## config.mk

```make
export PLATFORM = sky130hd
export DESIGN_NAME = dcache_flat
export DESIGN_NICKNAME = d
export VERILOG_FILES = /design/src/rtl/gpu_pkg.sv /design/src/rtl/dcache_if.sv /design/src/rtl/dcache_array.sv /design/src/rtl/dcache.sv /design/src/flat_wrapper.sv
export SDC_FILE = /design/constraint.sdc
export NUM_CORES = 1
export LEC_CHECK = 0
export ABC_AREA = 1
export CAP_MARGIN = 20
export CORE_MARGIN = 1.5
export CORE_UTILIZATION = 55
export CTS_CLUSTER_DIAMETER = 200
export CTS_CLUSTER_SIZE = 25
export DETAILED_ROUTE_END_ITERATION = 7
export PLACE_DENSITY = 0.8
export SKIP_CTS_REPAIR_TIMING = 1
export SYNTH_ARGS = -nofsm -noshare
export SYNTH_HDL_FRONTEND = slang
export SYNTH_SLANG_ARGS = --single-unit
```

## constraint.sdc

```tcl
create_clock -name clk -period 4.6 [get_ports clk]
set_input_delay 0.46 -clock clk [delete_from_list [all_inputs] [get_ports clk]]
set_output_delay 0.46 -clock clk [all_outputs]
set_load 0.05 [all_outputs]
```

## src/rtl/gpu_pkg.sv

```systemverilog
// Shared GPU definitions: cache controller state encoding and small helpers.
package gpu_pkg;

  localparam logic [1:0] ST_IDLE    = 2'd0;
  localparam logic [1:0] ST_FILL    = 2'd1;
  localparam logic [1:0] ST_WRITE   = 2'd2;
  localparam logic [1:0] ST_RESPOND = 2'd3;

  function automatic logic [7:0] sat_inc8(input logic [7:0] value);
    return (value == 8'hFF) ? value : value + 8'd1;
  endfunction

endpackage

```

## src/rtl/dcache_if.sv

```systemverilog
// LSU-facing and memory-controller-facing handshake signals of the data cache.
interface dcache_if #(
  parameter int ADDR_BITS = 8,
  parameter int DATA_BITS = 16
) ();

  logic                 lsu_read_valid;
  logic [ADDR_BITS-1:0] lsu_read_address;
  logic                 lsu_read_ready;
  logic [DATA_BITS-1:0] lsu_read_data;
  logic                 lsu_write_valid;
  logic [ADDR_BITS-1:0] lsu_write_address;
  logic [DATA_BITS-1:0] lsu_write_data;
  logic                 lsu_write_ready;

  logic                 mem_read_valid;
  logic [ADDR_BITS-1:0] mem_read_address;
  logic                 mem_read_ready;
  logic [DATA_BITS-1:0] mem_read_data;
  logic                 mem_write_valid;
  logic [ADDR_BITS-1:0] mem_write_address;
  logic [DATA_BITS-1:0] mem_write_data;
  logic                 mem_write_ready;

  // Cache view: serves the LSU, consumes the memory controller.
  modport slave (
    input  lsu_read_valid, lsu_read_address, lsu_write_valid, lsu_write_address, lsu_write_data,
    output lsu_read_ready, lsu_read_data, lsu_write_ready,
    output mem_read_valid, mem_read_address, mem_write_valid, mem_write_address, mem_write_data,
    input  mem_read_ready, mem_read_data, mem_write_ready
  );

  // Environment view: LSU requester plus memory controller.
  modport master (
    output lsu_read_valid, lsu_read_address, lsu_write_valid, lsu_write_address, lsu_write_data,
    input  lsu_read_ready, lsu_read_data, lsu_write_ready,
    input  mem_read_valid, mem_read_address, mem_write_valid, mem_write_address, mem_write_data,
    output mem_read_ready, mem_read_data, mem_write_ready
  );

endinterface

```

## src/rtl/dcache_array.sv

```systemverilog
// Direct-mapped tag/valid/data storage: combinational lookup, synchronous write and clear.
module dcache_array #(
  parameter int INDEX_BITS = 3,
  parameter int TAG_BITS   = 5,
  parameter int DATA_BITS  = 16
) (
  input  logic                  clk,
  input  logic                  reset,
  input  logic                  clear_i,
  input  logic [INDEX_BITS-1:0] rd_index_i,
  output logic                  rd_valid_o,
  output logic [TAG_BITS-1:0]   rd_tag_o,
  output logic [DATA_BITS-1:0]  rd_data_o,
  input  logic                  wr_en_i,
  input  logic [INDEX_BITS-1:0] wr_index_i,
  input  logic [TAG_BITS-1:0]   wr_tag_i,
  input  logic [DATA_BITS-1:0]  wr_data_i
);

  localparam int NUM_LINES = 1 << INDEX_BITS;

  logic [NUM_LINES-1:0] valid_q;
  logic [NUM_LINES-1:0] line_sel;
  logic [TAG_BITS-1:0]  tag_q  [NUM_LINES];
  logic [DATA_BITS-1:0] data_q [NUM_LINES];

  for (genvar gi = 0; gi < NUM_LINES; gi++) begin : g_sel
    assign line_sel[gi] = wr_en_i && (wr_index_i == INDEX_BITS'(gi));
  end

  always_ff @(posedge clk) begin
    if (reset || clear_i) begin
      valid_q <= '0;
    end else begin
      valid_q <= valid_q | line_sel;
    end
  end

  // Tag/data need no reset: a line is only consulted when its valid bit is set.
  always_ff @(posedge clk) begin
    if (wr_en_i) begin
      tag_q[wr_index_i]  <= wr_tag_i;
      data_q[wr_index_i] <= wr_data_i;
    end
  end

  assign rd_valid_o = valid_q[rd_index_i];
  assign rd_tag_o   = tag_q[rd_index_i];
  assign rd_data_o  = data_q[rd_index_i];

endmodule

```

## src/rtl/dcache.sv

```systemverilog
// Direct-mapped, write-through, no-write-allocate data cache with four-phase handshakes.
module dcache
  import gpu_pkg::*;
#(
  parameter int ADDR_BITS = 8,
  parameter int DATA_BITS = 16,
  parameter int NUM_LINES = 8
) (
  input  logic       clk,
  input  logic       reset,
  input  logic       flush,
  output logic [7:0] hit_count,
  dcache_if.slave    bus
);

  localparam int INDEX_BITS = $clog2(NUM_LINES);
  localparam int TAG_BITS   = ADDR_BITS - INDEX_BITS;

  logic [1:0]           state_q, state_d;
  logic                 served_read_q, served_read_d;
  logic [7:0]           hit_count_q, hit_count_d;
  logic                 lsu_read_ready_q, lsu_read_ready_d;
  logic [DATA_BITS-1:0] lsu_read_data_q, lsu_read_data_d;
  logic                 lsu_write_ready_q, lsu_write_ready_d;
  logic                 mem_read_valid_q, mem_read_valid_d;
  logic [ADDR_BITS-1:0] mem_read_address_q, mem_read_address_d;
  logic                 mem_write_valid_q, mem_write_valid_d;
  logic [ADDR_BITS-1:0] mem_write_address_q, mem_write_address_d;
  logic [DATA_BITS-1:0] mem_write_data_q, mem_write_data_d;

  logic [INDEX_BITS-1:0] lookup_index;
  logic [TAG_BITS-1:0]   lookup_tag;
  logic                  line_valid;
  logic [TAG_BITS-1:0]   line_tag;
  logic [DATA_BITS-1:0]  line_data;
  logic                  lookup_hit;
  logic                  mem_idle;
  logic                  arr_clear;
  logic                  arr_we;
  logic [INDEX_BITS-1:0] arr_wr_index;
  logic [TAG_BITS-1:0]   arr_wr_tag;
  logic [DATA_BITS-1:0]  arr_wr_data;

  // The single lookup port serves LSU reads in IDLE and the write-through hit test in WRITE.
  always_comb begin
    if (state_q == ST_WRITE) begin
      lookup_index = mem_write_address_q[INDEX_BITS-1:0];
      lookup_tag   = mem_write_address_q[ADDR_BITS-1:INDEX_BITS];
    end else begin
      lookup_index = bus.lsu_read_address[INDEX_BITS-1:0];
      lookup_tag   = bus.lsu_read_address[ADDR_BITS-1:INDEX_BITS];
    end
  end

  assign lookup_hit = line_valid && (line_tag == lookup_tag);
  assign mem_idle   = !bus.mem_read_ready && !bus.mem_write_ready;

  always_comb begin
    state_d             = state_q;
    served_read_d       = served_read_q;
    hit_count_d         = hit_count_q;
    lsu_read_ready_d    = lsu_read_ready_q;
    lsu_read_data_d     = lsu_read_data_q;
    lsu_write_ready_d   = lsu_write_ready_q;
    mem_read_valid_d    = mem_read_valid_q;
    mem_read_address_d  = mem_read_address_q;
    mem_write_valid_d   = mem_write_valid_q;
    mem_write_address_d = mem_write_address_q;
    mem_write_data_d    = mem_write_data_q;
    arr_clear           = 1'b0;
    arr_we              = 1'b0;
    arr_wr_index        = mem_read_address_q[INDEX_BITS-1:0];
    arr_wr_tag          = mem_read_address_q[ADDR_BITS-1:INDEX_BITS];
    arr_wr_data         = bus.mem_read_data;
    case (state_q)
      ST_IDLE: begin
        if (flush) begin
          arr_clear = 1'b1;
        end else if (bus.lsu_read_valid) begin
          if (lookup_hit) begin
            lsu_read_data_d  = line_data;
            lsu_read_ready_d = 1'b1;
            hit_count_d      = sat_inc8(hit_count_q);
            served_read_d    = 1'b1;
            state_d          = ST_RESPOND;
          end else if (mem_idle) begin
            mem_read_valid_d   = 1'b1;
            mem_read_address_d = bus.lsu_read_address;
            served_read_d      = 1'b1;
            state_d            = ST_FILL;
          end
        end else if (bus.lsu_write_valid && mem_idle) begin
          mem_write_valid_d   = 1'b1;
          mem_write_address_d = bus.lsu_write_address;
          mem_write_data_d    = bus.lsu_write_data;
          served_read_d       = 1'b0;
          state_d             = ST_WRITE;
        end
      end
      ST_FILL: begin
        if (bus.mem_read_ready) begin
          arr_we           = 1'b1;
          mem_read_valid_d = 1'b0;
          lsu_read_data_d  = bus.mem_read_data;
          lsu_read_ready_d = 1'b1;
          state_d          = ST_RESPOND;
        end
      end
      ST_WRITE: begin
        if (bus.mem_write_ready) begin
          mem_write_valid_d = 1'b0;
          lsu_write_ready_d = 1'b1;
          arr_we            = lookup_hit;
          arr_wr_index      = mem_write_address_q[INDEX_BITS-1:0];
          arr_wr_tag        = mem_write_address_q[ADDR_BITS-1:INDEX_BITS];
          arr_wr_data       = mem_write_data_q;
          state_d           = ST_RESPOND;
        end
      end
      ST_RESPOND: begin
        if (served_read_q) begin
          if (!bus.lsu_read_valid) begin
            lsu_read_ready_d = 1'b0;
            state_d          = ST_IDLE;
          end
        end else if (!bus.lsu_write_valid) begin
          lsu_write_ready_d = 1'b0;
          state_d           = ST_IDLE;
        end
      end
      default: state_d = ST_IDLE;
    endcase
  end

  always_ff @(posedge clk) begin
    if (reset) begin
      state_q             <= ST_IDLE;
      served_read_q       <= 1'b0;
      hit_count_q         <= '0;
      lsu_read_ready_q    <= 1'b0;
      lsu_read_data_q     <= '0;
      lsu_write_ready_q   <= 1'b0;
      mem_read_valid_q    <= 1'b0;
      mem_read_address_q  <= '0;
      mem_write_valid_q   <= 1'b0;
      mem_write_address_q <= '0;
      mem_write_data_q    <= '0;
    end else begin
      state_q             <= state_d;
      served_read_q       <= served_read_d;
      hit_count_q         <= hit_count_d;
      lsu_read_ready_q    <= lsu_read_ready_d;
      lsu_read_data_q     <= lsu_read_data_d;
      lsu_write_ready_q   <= lsu_write_ready_d;
      mem_read_valid_q    <= mem_read_valid_d;
      mem_read_address_q  <= mem_read_address_d;
      mem_write_valid_q   <= mem_write_valid_d;
      mem_write_address_q <= mem_write_address_d;
      mem_write_data_q    <= mem_write_data_d;
    end
  end

  // Gating the write with reset keeps an aborted fill from installing a line.
  dcache_array #(
    .INDEX_BITS(INDEX_BITS),
    .TAG_BITS  (TAG_BITS),
    .DATA_BITS (DATA_BITS)
  ) u_array (
    .clk       (clk),
    .reset     (reset),
    .clear_i   (arr_clear),
    .rd_index_i(lookup_index),
    .rd_valid_o(line_valid),
    .rd_tag_o  (line_tag),
    .rd_data_o (line_data),
    .wr_en_i   (arr_we && !reset),
    .wr_index_i(arr_wr_index),
    .wr_tag_i  (arr_wr_tag),
    .wr_data_i (arr_wr_data)
  );

  assign hit_count             = hit_count_q;
  assign bus.lsu_read_ready    = lsu_read_ready_q;
  assign bus.lsu_read_data     = lsu_read_data_q;
  assign bus.lsu_write_ready   = lsu_write_ready_q;
  assign bus.mem_read_valid    = mem_read_valid_q;
  assign bus.mem_read_address  = mem_read_address_q;
  assign bus.mem_write_valid   = mem_write_valid_q;
  assign bus.mem_write_address = mem_write_address_q;
  assign bus.mem_write_data    = mem_write_data_q;

endmodule

```

## src/flat_wrapper.sv

```systemverilog
// flat-port wrapper written by rule: the top's interface ports become plain ports
module dcache_flat import gpu_pkg::*;
#(
  parameter int ADDR_BITS = 8,
  parameter int DATA_BITS = 16,
  parameter int NUM_LINES = 8
)
  (clk, reset, flush, hit_count, bus_lsu_read_valid, bus_lsu_read_address, bus_lsu_write_valid, bus_lsu_write_address, bus_lsu_write_data, bus_lsu_read_ready, bus_lsu_read_data, bus_lsu_write_ready, bus_mem_read_valid, bus_mem_read_address, bus_mem_write_valid, bus_mem_write_address, bus_mem_write_data, bus_mem_read_ready, bus_mem_read_data, bus_mem_write_ready);
  dcache_if #(.ADDR_BITS(ADDR_BITS), .DATA_BITS(DATA_BITS)) bus_i ();
  input  logic clk;
  input  logic reset;
  input  logic flush;
  output logic [7:0] hit_count;
  input wire logic [$bits(bus_i.lsu_read_valid)-1:0] bus_lsu_read_valid;
  input wire logic [$bits(bus_i.lsu_read_address)-1:0] bus_lsu_read_address;
  input wire logic [$bits(bus_i.lsu_write_valid)-1:0] bus_lsu_write_valid;
  input wire logic [$bits(bus_i.lsu_write_address)-1:0] bus_lsu_write_address;
  input wire logic [$bits(bus_i.lsu_write_data)-1:0] bus_lsu_write_data;
  output wire logic [$bits(bus_i.lsu_read_ready)-1:0] bus_lsu_read_ready;
  output wire logic [$bits(bus_i.lsu_read_data)-1:0] bus_lsu_read_data;
  output wire logic [$bits(bus_i.lsu_write_ready)-1:0] bus_lsu_write_ready;
  output wire logic [$bits(bus_i.mem_read_valid)-1:0] bus_mem_read_valid;
  output wire logic [$bits(bus_i.mem_read_address)-1:0] bus_mem_read_address;
  output wire logic [$bits(bus_i.mem_write_valid)-1:0] bus_mem_write_valid;
  output wire logic [$bits(bus_i.mem_write_address)-1:0] bus_mem_write_address;
  output wire logic [$bits(bus_i.mem_write_data)-1:0] bus_mem_write_data;
  input wire logic [$bits(bus_i.mem_read_ready)-1:0] bus_mem_read_ready;
  input wire logic [$bits(bus_i.mem_read_data)-1:0] bus_mem_read_data;
  input wire logic [$bits(bus_i.mem_write_ready)-1:0] bus_mem_write_ready;
  assign bus_i.lsu_read_valid = bus_lsu_read_valid;
  assign bus_i.lsu_read_address = bus_lsu_read_address;
  assign bus_i.lsu_write_valid = bus_lsu_write_valid;
  assign bus_i.lsu_write_address = bus_lsu_write_address;
  assign bus_i.lsu_write_data = bus_lsu_write_data;
  assign bus_lsu_read_ready = bus_i.lsu_read_ready;
  assign bus_lsu_read_data = bus_i.lsu_read_data;
  assign bus_lsu_write_ready = bus_i.lsu_write_ready;
  assign bus_mem_read_valid = bus_i.mem_read_valid;
  assign bus_mem_read_address = bus_i.mem_read_address;
  assign bus_mem_write_valid = bus_i.mem_write_valid;
  assign bus_mem_write_address = bus_i.mem_write_address;
  assign bus_mem_write_data = bus_i.mem_write_data;
  assign bus_i.mem_read_ready = bus_mem_read_ready;
  assign bus_i.mem_read_data = bus_mem_read_data;
  assign bus_i.mem_write_ready = bus_mem_write_ready;
  dcache #(.ADDR_BITS(ADDR_BITS), .DATA_BITS(DATA_BITS), .NUM_LINES(NUM_LINES)) u_core (.clk(clk), .reset(reset), .flush(flush), .hit_count(hit_count), .bus(bus_i));
endmodule
```

# Yosys cells after proc, flatten, opt, wreduce, memory -nomap -nowiden
# Memory sizes are Yosys's and may differ from the RTL's.
# Index checks and enable logic that the tools add are counted.
# W data, S select, Z words.
# word_totals
reg_bits	71
ramBits	168
out_inout_bits	60
elab_cells	142
memories	2
# memory_table
name	depth	word_bits	rd	rd_clocked_by_memory_dff	wr	line	source
u_core.u_array.data_q	8	16	1	0	1	dcache_array.sv:25	logic [DATA_BITS-1:0] data_q [NUM_LINES];
u_core.u_array.tag_q	8	5	1	0	1	dcache_array.sv:24	logic [TAG_BITS-1:0] tag_q [NUM_LINES];
# classes
addsub	1
order_cmp	1
eq_ne	30
mux	58
bitwise_logic	5
n_reduce_logical	33
# op_table
operator	count
$mux W16	6
$pmux W16 S2	1
$mux W1	28
$mux W2	10
$reduce_and A5 Y1	4
$ne A2 B2 Y1 const B	9
$mux W5	3
$reduce_and A7 Y1	2
$eq A3 B3 Y1 const B	4
$logic_and A1 B1 Y1	12
$reduce_and A4 Y1	3
$mux W3	3
$add A8 B1 Y8 const B	1
$eq A8 B8 Y1 const B	1
$ne A2 B1 Y1 const B	4
$or A8 B8 Y8	1
$pmux W1 S2	4
$pmux W2 S4	1
$reduce_bool A2 Y1	4
$eq A3 B2 Y1 const B	2
$ne A3 B2 Y1 const B	2
$reduce_and A6 Y1	1
$eq A5 B5 Y1	1
$eq A2 B2 Y1 const B	2
other kinds (14)	19

# Longest topological paths before layout
# logic_depth
ltp_word	10
mapped_depth	19
depth_no_buf	18

# Hierarchy
# Synthesis repeated with hierarchy kept, for this count alone.
# unflattened
cells_unflattened	1358
area_unflattened_um2	11238.3
# by_module_without_submodules
module	n_inst	cells_per_inst	area_per_inst_um2
dcache_array	1	798	7722.4
dcache	1	560	3515.9

# Worst setup path before layout
# OpenSTA, ideal clock, no wires.
# synth_timing
kind	reg2reg
from	reg u_core.mem_write_address_q[1], in the netlist u_core.bus.mem_write_address[1]
to	mem u_core.u_array.data_q[0][0], enable pin
arrival_ns	2.553
required_ns	4.224
setup_slack_ns	1.671
path_stages_with_launch	14
path_buffers	1
cell_sequence	dfxtp_1 inv_1 o21ai_4 buf_2 nand3_1 nand3_1 nand2_1 a21oi_1 nand2_1 nor2_4 nand3_2 nand2_2 nand3_1 inv_1
# synth_between
elab_chain_len	9
word_cells_on_any_way	13
classes_between	eq/ne: 1; mux: 9; reduce/logical: 2; memory: 1
# synth_rtl
element	line	source
start, declared	dcache.sv:28	logic [ADDR_BITS-1:0] mem_write_address_q, mem_write_address_d;
start signal, assigned	dcache.sv:158	mem_write_address_q <= mem_write_address_d;
$mux W3	dcache.sv:46	if (state_q == ST_WRITE) begin
$mem_v2 Z8 W5 or $bmux W1 S3 (tied branches)	--	
$eq A5 B5 Y1 or $mux W1 (tied branches)	dcache.sv:55, dcache_array.sv:47	
$logic_and A1 B1 Y1	dcache.sv:55	assign lookup_hit = line_valid && (line_tag == lookup_tag);
$mux W1	dcache.sv:110	if (bus.mem_write_ready) begin
$pmux W1 S2	dcache.sv:75	case (state_q)
$logic_and A1 B1 Y1	dcache.sv:176	.wr_en_i (arr_we && !reset),
$mux W1	dcache_array.sv:41	if (wr_en_i) begin
$mux W1 (implied by the code)	dcache_array.sv:43	data_q[wr_index_i] <= wr_data_i;
end, declared	dcache_array.sv:25	
# Parallel ways exist; a longest one is shown, timed or not. The select of a mux whose other input is x is not followed.

# Final worst setup path
# layout_timing
from	reg u_core.state_q[0]
to	mem u_core.u_array.data_q[1][10], enable pin
# layout_between
elab_chain_len	10
word_cells_on_any_way	15
classes_between	eq/ne: 3; mux: 9; reduce/logical: 2; memory: 1
# layout_rtl
element	line	source
start, declared	dcache.sv:19	logic [1:0] state_q, state_d;
start signal, assigned	dcache.sv:149	state_q <= state_d;
$eq A2 B2 Y1	dcache.sv:46, dcache.sv:75	
$mux W3	dcache.sv:46	
$mem_v2 Z8 W5 or $bmux W1 S3 (tied branches)	--	
$eq A5 B5 Y1 or $mux W1 (tied branches)	dcache.sv:55, dcache_array.sv:47	
$logic_and A1 B1 Y1	dcache.sv:55	
$mux W1	dcache.sv:110	
$pmux W1 S2	dcache.sv:75	
$logic_and A1 B1 Y1	dcache.sv:176	
$mux W1	dcache_array.sv:41	
$mux W1 (implied by the code)	dcache_array.sv:43	
# Parallel ways exist; a longest one is shown, timed or not. The select of a mux whose other input is x is not followed.

==> summary.txt <==
Setup path
  – CP Capture Type: register
  – Most numerous cell on the critical path: nand2_1
  – Worst EP arrival: approximately 4000 ps
  – CP Launch Type: register
  – Required time worst endpoint: around 4700 ps
  – Crit-path cells: inv_1 > ha_1 > buf_4 > nand2_2 > nand2_2 > nand2_1 > nand3_1 > nand3_1 > nand2_1 > nand2_1 > nand2_1 > nand2_1 > nor2_4 > nand3_2 > nand2_2 > nand3_1 > inv_1 > buf_4
  – Slowest cell delay on critical path: 610 ps
  – Setup CP Type: reg2reg
  – Slowest-stage cell, CP: nand2_2
  – Worst-path fanout max: between 40 and 50

Finish
  – Layout cells sized above 1: 0.05314
  – Final nets: around 1,200
  – N_diodes: 0
  – Synth-to-layout area growth: 16.04%
  – Fillers: between 1,000 and 1,500

STA
  – RSZ-0062 raised after global routing: false
  – Slew HR: 0.3072
  – Final setup fails: 0
  – Setup TNS: 0 ps
  – Max Slew Vio Count: 0
  – Max frequency: 0.2596 GHz
  – Worst Max-Slew Pin Slew: ~1000 ps
  – Final hold vios: 0
  – Min Tclk post-route: a little under 4000 ps
  – Final WS setup: 748.3 ps
  – Fin crit share: 0.8373
  – Worst Skew: roughly 14 ps

Routing
  – Routed wire length: 27,370 µm
  – DR pass1 iterations: 5
  – 1st-iter DRT viols: 1,072
  – Via count: about 8,300
  – Vias/cell: 6.020
  – WL/cell: 19.88 µm
  – Antenna-violating nets left: 0
  – Drt drc: 0

Global routing
  – Initial antenna violation count: 0
  – Number of global-route vias before repair: 8,187
  – Wire length of the first global-routing pass: 42,720 µm
  – GRT overflow: 0
  – GRT Total Usage: 0.2777
  – Largest net degree at the start of global routing: 53

Clock network
  – Cts bufs inserted: 13
  – Worst skew pair latency: 470 ps
  – CTS root buf: clkbuf_16
  – H-tree depth: 1
  – Sink Count: 239
  – CTS clk-pin slew, worst paths: 100 ps
  – CTS tree: done
  – Maximum root-to-sink buffer count: 3

Logic synthesis
  – Share of the synthesized area in the top cell type: 0.4877
  – Yosys reg bits: roughly 240
  – Avg Inst Size Synth: ~9.9 µm²
  – Largest area contributor in the netlist: edfxtp_1
  – EDFF count, synth: 168
  – Top cells by count, synth: 224 x nand2_1, 168 x edfxtp_1, 127 x nor2_1
  – Top-count cell post-synth: nand2_1
  – Seq/Total Area, Yosys: 0.6251
  – Mapped Area: 10,340 µm²
  – Post-Syn Instances: 1,049
  – Post-synth cell types: 35
  – Yosys warning total: 0
  – Top FF cell, synth: edfxtp_1
  – Ys async rst share: 0
  – Post-Syn Nets: 1,109
  – Main area contributors after synthesis: edfxtp_1 49%, dfxtp_1 14%, nand2_1 8.1%, o21ai_0 5.2%, nand3_1 4.9%

Placement
  – GPL Wtd Cong: 0.8652
  – Final HPWL from detailed placement: 17,840 µm
  – Buffers added on ports: 114
  – Pre-CTS setup slack: 783.5 ps

Pwr
  – Sw Share: 0.3589
  – Leakage: 4.350 nW
  – Pwr Density: 449.0 nW/µm²
  – Worst vdd ir: between 0.3 and 0.4 mV
  – Flop pwr share: 0.457
  – P_int: about 3.5 mW
  – Sw power: 1.934 mW
  – Clock power share: 0.223
  – Comb power frac: 0.319

Outcome
  – Status: completed

Worst hold path
  – Worst min-delay path class: reg2reg

Floorplan
  – DIE HEIGHT: about 140 µm
  – Initial core utilization: 0.5681
  – Chip width: 140.1 µm
  – Top-level I/O count: roughly 120
  – # rows: 49
  – Die ar.: 19,640 µm²
  – Core Region: roughly 18,000 µm²

Job
  – Max Cap Viol: 0
[layer usage]
| metal | share of wire | global-route usage | vias up |
|---|---|---|---|
| met3 | 0.087 | 0.03350 | 72 |
| met2 | 0.48 | 0.4719 | 455 |
| met4 | 0.036 | 0.1114 | 0 |
| met1 | 0.40 | 0.3663 | 3938 |
| li1 | - | - | 3825 |
| met5 | 0 | 0 | - |
[logic make-up (layout without fill, tap and decap cells)]
kind of cell | after synthesis | count (layout) | synth area share
AO/OA/AOI/OAI | 203 | 203 | 0.1146
XOR/XNOR | 6 | 6 | 0.005080
adder cells (fa/ha/maj) | 5 | 5 | 0.006048
buffers and inverters | 112 | 211 | 0.04887
flip-flops | 239 | 239 | 0.6251
AND/OR/NAND/NOR | 484 | 484 | 0.2003
[path summary, 6_finish.rpt]
path | start | to | slack [ps] | cells after the start
worst min-delay path | u_core.bus.lsu_write_ready$_SDFFE_PP0P_ | u_core.bus.lsu_write_ready$_SDFFE_PP0P_ | 460 | 2
worst max register to register | u_core.state_q[0]$_SDFFE_PP0P_ | u_core.u_array.data_q[1][10]$_DFFE_PP_ | 750 | 18
worst max-delay path | u_core.state_q[0]$_SDFFE_PP0P_ | u_core.u_array.data_q[1][10]$_DFFE_PP_ | 750 | 18
worst min register to register | u_core.bus.lsu_write_ready$_SDFFE_PP0P_ | u_core.bus.lsu_write_ready$_SDFFE_PP0P_ | 460 | 2
[sequential cells by signal, summed over array words and instances (netlist names)]
register,count
u_core.u_array.data_q,128
u_core.bus.mem_read_valid,1
u_core.bus.mem_write_valid,1
u_core.state_q,2
u_core.u_array.valid_q,8
u_core.u_array.tag_q,40
u_core.bus.mem_read_address,8
u_core.served_read_q,1
u_core.bus.lsu_read_data,16
u_core.bus.lsu_write_ready,1
u_core.bus.mem_write_data,16
u_core.bus.lsu_read_ready,1
u_core.hit_count,8
u_core.bus.mem_write_address,8
[cells in the final DEF (no fill, tap or decap), drive strengths merged, types with 2 or more instances in the layout]
master / instances
o21ai: 112
nand3b: 2
nor3: 2
clkdlybuf4s50: 114
a21oi: 54
nand3: 105
inv: 54
a211oi: 2
clkbuf: 20
edfxtp: 168
xor2: 5
nor2: 131
nand2: 235
buf: 21
nand4: 8
dfxtp: 71
ha: 5
clkinv: 2
o221ai: 32
[metrics by stage]
| stage | cell area, µm² | hold slack (ps) | util | cells | power, mW |
|---|---|---|---|---|---|
| finish | 12000 | 458.7 | 0.6592 | 1377 | 5.389 |
| global route | 12000 | 490.5 | 0.6592 | 1377 | 5.618 |
| CTS | 12000 | 463.2 | 0.6592 | 1377 | 5.381 |
| detailed placement | 11630 | 446.5 | 0.6390 | 1356 | 4.209 |
| global placement | 11630 | 439.1 | 0.6390 | 1356 | 4.167 |
| floorplan | 10340 | 435.9 | - | 1049 | 3.705 |
[worst max-delay path, delay by kind of cell, from the launching register on]
family / cells / cell delay, ps
buf+inv: 4 / 830
fa+ha+maj: 1 / 360
simple gates: 13 / 1930
flops: 1 / 350
[final cells by class]
type | count | area (µm²) | share of cell area
Sequential cell | 239 | 6466 | 0.5387
Clock inverter | 1 | 16.27 | 0.001355
Multi-Input combinational cell | 698 | 3377 | 0.2814
Inverter | 55 | 206.4 | 0.01720
Clock buffer | 20 | 351.6 | 0.02929
Timing Repair Buffer | 135 | 1299 | 0.1082
Tap cell | 229 | 286.5 | 0.02387
[power groups by stage]
stage / Combinational (mW) / Clock [mW] / Sequential, mW
detailed placement: 1.70 / 0 / 2.51
global placement: 1.66 / 0 / 2.51
finish: 1.72 / 1.20 / 2.47
floorplan: 0.957 / 0 / 2.75
global route: 1.86 / 1.28 / 2.47
CTS: 1.71 / 1.21 / 2.46
No activity file was read; power rests on OpenSTA's default activity.
